`src/rtl/clk_rst_seq.sv`:
```
// clk_rst_seq: reset sequencer downstream of the MMCM clock wrapper.
// Synchronizes reset and MMCM lock, waits for a stable lock interval, then
// releases peripheral reset followed by CPU reset. Supports a CPU-only soft
// reset and counts lock losses (saturating) for debug.
module clk_rst_seq #(
    parameter int LOCK_STABLE_CYCLES   = 1024,
    parameter int PERIPH_TO_CPU_CYCLES = 16,
    parameter int SOFT_RST_CYCLES      = 64,
    parameter int CNT_W                = 16
) (
    input  logic       clk,
    input  logic       resetn,
    input  logic       locked,
    input  logic       soft_rst_req,
    output logic       periph_resetn,
    output logic       cpu_resetn,
    output logic [7:0] lock_loss_cnt,
    output logic [2:0] state
);

    typedef enum logic [2:0] {
        WAIT_LOCK  = 3'd0,
        STABLE     = 3'd1,
        REL_PERIPH = 3'd2,
        RUN        = 3'd3,
        SOFT       = 3'd4
    } state_t;

    localparam logic [CNT_W-1:0] STABLE_LAST = CNT_W'(LOCK_STABLE_CYCLES - 1);
    localparam logic [CNT_W-1:0] P2C_LAST    = CNT_W'(PERIPH_TO_CPU_CYCLES - 1);
    localparam logic [CNT_W-1:0] SOFT_LAST   = CNT_W'(SOFT_RST_CYCLES - 1);

    logic [1:0]       rst_sync;
    logic             rst_n;
    logic [1:0]       lock_sync;
    logic             locked_s;

    state_t           state_q, state_d;
    logic [CNT_W-1:0] cnt_q, cnt_d;
    logic [7:0]       loss_q, loss_d;
    logic             periph_q, periph_d;
    logic             cpu_q, cpu_d;

    // Reset synchronizer: asynchronous assert, synchronous deassert.
    always_ff @(posedge clk or negedge resetn) begin
        if (!resetn) rst_sync <= '0;
        else         rst_sync <= {rst_sync[0], 1'b1};
    end

    assign rst_n = rst_sync[1];

    // Two-flop synchronizer for the asynchronous MMCM lock flag.
    always_ff @(posedge clk or negedge rst_n) begin
        if (!rst_n) lock_sync <= '0;
        else        lock_sync <= {lock_sync[0], locked};
    end

    assign locked_s = lock_sync[1];

    // FSM state, shared counter, loss counter and registered reset outputs.
    always_ff @(posedge clk or negedge rst_n) begin
        if (!rst_n) begin
            state_q  <= WAIT_LOCK;
            cnt_q    <= '0;
            loss_q   <= '0;
            periph_q <= 1'b0;
            cpu_q    <= 1'b0;
        end else begin
            state_q  <= state_d;
            cnt_q    <= cnt_d;
            loss_q   <= loss_d;
            periph_q <= periph_d;
            cpu_q    <= cpu_d;
        end
    end

    // Next-state logic; output flops are derived from the next state so that
    // cpu_resetn can never be high without periph_resetn.
    always_comb begin
        state_d = state_q;
        cnt_d   = cnt_q;
        loss_d  = loss_q;

        case (state_q)
            WAIT_LOCK: begin
                if (locked_s) begin
                    state_d = STABLE;
                    cnt_d   = '0;
                end
            end
            STABLE: begin
                if (!locked_s) begin
                    state_d = WAIT_LOCK;
                end else if (cnt_q == STABLE_LAST) begin
                    state_d = REL_PERIPH;
                    cnt_d   = '0;
                end else begin
                    cnt_d = cnt_q + CNT_W'(1);
                end
            end
            REL_PERIPH: begin
                if (cnt_q == P2C_LAST) state_d = RUN;
                else                   cnt_d   = cnt_q + CNT_W'(1);
            end
            RUN: begin
                if (soft_rst_req) begin
                    state_d = SOFT;
                    cnt_d   = '0;
                end
            end
            SOFT: begin
                if (cnt_q == SOFT_LAST) state_d = RUN;
                else                    cnt_d   = cnt_q + CNT_W'(1);
            end
            default: state_d = WAIT_LOCK;
        endcase

        // Lock loss after release overrides every other transition.
        if ((state_q == REL_PERIPH || state_q == RUN || state_q == SOFT) && !locked_s) begin
            state_d = WAIT_LOCK;
            cnt_d   = '0;
            if (loss_q != 8'hFF) loss_d = loss_q + 8'd1;
        end

        periph_d = (state_d == REL_PERIPH) || (state_d == RUN) || (state_d == SOFT);
        cpu_d    = (state_d == RUN);
    end

    assign periph_resetn = periph_q;
    assign cpu_resetn    = cpu_q;
    assign lock_loss_cnt = loss_q;
    assign state         = state_q;

endmodule

```
`config.mk`:
```
export PLATFORM = sky130hd
export DESIGN_NAME = clk_rst_seq
export DESIGN_NICKNAME = d
export VERILOG_FILES = /design/src/rtl/clk_rst_seq.sv
export SDC_FILE = /design/constraint.sdc
export NUM_CORES = 1
export LEC_CHECK = 0
export BUFFER_PORTS_ARGS = -buffer_cell sky130_fd_sc_hd__buf_2
export CORE_ASPECT_RATIO = 1.25
export CORE_MARGIN = 3
export CORE_UTILIZATION = 35
export CTS_BUF_LIST = sky130_fd_sc_hd__clkbuf_8
export CTS_CLUSTER_DIAMETER = 80
export DETAILED_ROUTE_END_ITERATION = 10
export PLACE_DENSITY = 0.54
export SLEW_MARGIN = 5
export SYNTH_ARGS = -nofsm -noshare
export SYNTH_HDL_FRONTEND = slang
export SYNTH_SLANG_ARGS = --single-unit
export TNS_END_PERCENT = 30
```
`constraint.sdc`:
```
create_clock -name clk -period 2.7 [get_ports clk]
set_input_delay 0.405 -clock clk [delete_from_list [all_inputs] [get_ports clk]]
set_output_delay 0.405 -clock clk [all_outputs]
set_load 0.1 [all_outputs]
```
==> impl_metrics.tcl <==
set metrics [dict create \
    finalSetupViolations 0 \
    synth.area.top_cells "dfrtp_1 45%, a221o_1 3.8%, nor2_1 3.3%" \
    clock_skew_ps 6.49 \
    ys.flop_type "dfrtp_1" \
    max_clock_freq_mhz 412 \
    grt.overflow.total 0 \
    fp.dieW_um 70.5 \
    tightestPinTransition_ps 987 \
    yosysSeqAreaShare_pct 45.3 \
    start_util_pct 37.4 \
    syn_area_mm2 0.00182 \
    worstPathArrival_ps 2650 \
    h-tree-depth 2 \
    syn_nets 185 \
    grt_max_degree 28 \
    status "complete, no violations" \
    synth_top_area_share_pct 45.3 \
    cts.clk_slew.worst_paths_ps 70 \
    critPathKind "flip-flop to flip-flop" \
    areaGrowthSynthToFinish_pct 13.1 \
    postCtsSetupBuffers 0 \
    powerDensity_mw_per_mm2 462 \
    antenna_found_initial 0 \
    std_cell_rows 28 \
    design_area_mm2 0.00206 \
    ys_async_sr_fraction_pct 100 \
    pwr-share-seq_pct 55.0 \
    hpwl_um 2880 \
    grt_pass1_wl_um 7220 \
    p_switching_w 0.000244 \
    drive_above_1_share_pct 20.5 \
    max_stage_delay_ps 800 \
    vdd_drop_max_mv 0.249 \
    endpoint_kind "flip-flop" \
    hold_viol_final 0 \
    combPwrFrac_pct 6.6 \
    drv_cap 0 \
    first_iter_violations 56 \
    synthCells 179 \
    num_antenna_cells 0 \
    postRouteAntennaNets 0 \
    fin_crit_ps 2430 \
    cts_tree "yes" \
    ys_warn_count 0 \
    final_nets 205 \
    clockBufferDepth 2 \
    cp.required_ps 2920 \
    ys_ff_latch 33 \
    num_vias 1464 \
    crit_path_start_kind "flip-flop" \
    drv_slew 0 \
    track_usage_pct 14.6 \
    syn_avg_cell_area_um2 10.2 \
    fin_util_pct 42.3 \
    rsz0062_at_grt "no" \
    slew-limit-headroom_pct 33.9 \
    drcViolationCount 0 \
    io_pins 17 \
    place_congestion 0.866 \
    ys_types 54 \
    clk_latency_ps 280 \
    cp_max_fo 16 \
    clock_sinks 33 \
    synth_commonest_cells "33 x dfrtp_1, 16 x nor2_1, 14 x nand2_1" \
    crit_path_top_delay_cell "nor3b_2" \
    cp_cell_sequence "nor3b_1 > a21bo_2 > nand3_1 > nor3b_2 > mux2_2" \
    p_int_w 0.000709 \
    first_global_vias 1602 \
    first_pass_iters 4 \
    fin_crit_sh_pct 89.9 \
    viasPerCell 5.63 \
    min-delay-path-class "flip-flop to asynchronous set/reset pin" \
    switching_share_pct 25.6 \
    root_buffer "clkbuf_8" \
    wl_per_cell_um 14.9 \
    synth_most_common_cell "dfrtp_1" \
    port_buffers 16 \
    pwr-share-clk_pct 38.4 \
    synth_largest_area_cell "dfrtp_1" \
    cts_inserted_buffers 5 \
    die_area_mm2 0.00611 \
    die_h_um 86.7 \
    num-fill-cells 499 \
    synth_edf_count 0 \
    core_area_mm2 0.00487 \
    place_area_mm2 0.00196 \
    cellLeakagePower_nw 0.973 \
    finalSetupTns_ps 0 \
    drt-total-wl_um 3870 \
]
-- worst paths after layout --
check / from / endpoint / slack (ps) / cells after the start
worst min-delay path: rst_sync[1] / state[0] / 60 / 0
worst max register to register: state[1] / cnt_q[0] / 270 / 5
worst min register to register: rst_sync[1] / state[0] / 60 / 0
max in group asynchronous: rst_sync[1] / state[2] / 2050 / 1
min in group clk: locked / lock_sync[0] / 230 / 1
worst max-delay path: state[1] / cnt_q[0] / 270 / 5
-- worst max-delay path: cells and delay by family, from the launching register on --
kind / cells / cell delay, ps
AND/OR/NAND/NOR: 3 / 1260
flip-flops: 1 / 530
AO/OA/AOI/OAI: 1 / 270
multiplexers: 1 / 300
-- power by group through the flow --
| stage | clock [W] | combinational, W | sequential [W] |
|---|---|---|---|
| floorplan | 0 | 0.0000402 | 0.000538 |
| global placement | 0 | 0.0000614 | 0.000533 |
| detailed placement | 0 | 0.0000633 | 0.000533 |
| CTS | 0.000382 | 0.0000648 | 0.000523 |
| global route | 0.000405 | 0.0000722 | 0.000527 |
| finish | 0.000366 | 0.0000632 | 0.000524 |
-- per-layer routing --
| metal | track usage [%] | vias up | share of wire, % |
|---|---|---|---|
| met5 | 0 | - | 0 |
| met4 | 7.69 | 0 | 2.9 |
| met3 | 2.90 | 11 | 3.2 |
| met2 | 26.3 | 28 | 51 |
| met1 | 16.0 | 719 | 43 |
| li1 | - | 706 | - |
-- stage by stage --
stage	total power, W	hold slack [ps]	setup slack (ps)	std cells
3_5_place_dp	0.000596	67.5	286	251
3_3_place_gp	0.000594	69.5	359	251
6_report	0.000953	64.0	273	260
5_1_grt	0.00100	92.7	87.7	260
4_1_cts	0.000970	71.9	260	260
2_1_floorplan	0.000578	109	94.9	179
-- sequential cells by signal (all words and copies together) (netlist names) --
| signal | cells |
|---|---|
| periph_resetn | 1 |
| cnt_q | 16 |
| cpu_resetn | 1 |
| lock_loss_cnt | 8 |
| rst_sync | 2 |
| lock_sync | 2 |
| state | 3 |
-- cells by family (layout without fill, tap and decap cells) --
| family | count (synthesis) | after routing | share of synthesized area (%) |
|---|---|---|---|
| AND/OR/NAND/NOR | 81 | 81 | 25.7 |
| AO/OA/AOI/OAI | 39 | 39 | 19.1 |
| flip-flops | 33 | 33 | 45.3 |
| buffers and inverters | 13 | 34 | 3.23 |
| XOR/XNOR | 8 | 8 | 3.85 |
| adder cells (fa/ha/maj) | 2 | 2 | 1.37 |
| multiplexers | 2 | 2 | 1.24 |
| other | 1 | 1 | 0.206 |
-- repair_timing --
item,CTS,global route
hold endpoints to repair,2,0
resized for setup,0,0
hold buffers,1,0
-- placed cells by master (no fill, tap or decap), types with 2 or more instances in the layout --
master | Yosys | routed
nor3_1 | 7 | 7
nor4_1 | 2 | 2
nand2b_1 | 4 | 4
nand2_1 | 14 | 14
buf_4 | 0 | 3
or3_1 | 2 | 2
dfrtp_1 | 33 | 32
clkbuf_8 | 0 | 5
a221o_1 | 7 | 7
xnor2_1 | 6 | 6
nand3_1 | 9 | 9
nor2_1 | 16 | 16
a21o_1 | 2 | 2
o31a_1 | 2 | 2
nand4_1 | 5 | 5
o2bb2ai_1 | 4 | 4
o211a_1 | 2 | 2
xor2_1 | 2 | 2
and3_1 | 9 | 9
o21a_1 | 2 | 2
clkinv_2 | 0 | 2
a211oi_1 | 4 | 4
ha_1 | 2 | 2
a22o_1 | 2 | 2
inv_1 | 6 | 6
mux2_2 | 2 | 2
buf_2 | 2 | 16
-- layout make-up --
type / instances / area, um2 / area share (%)
clock buffer: 5 / 68.8 / 3.34
clock inverter: 3 / 17.5 / 0.850
inverter: 6 / 22.5 / 1.09
multi-input combinational: 133 / 937 / 45.5
sequential: 33 / 827 / 40.1
tap: 60 / 75.1 / 3.64
timing repair buffer: 20 / 113 / 5.46
No activity file was read; power rests on OpenSTA's default activity.
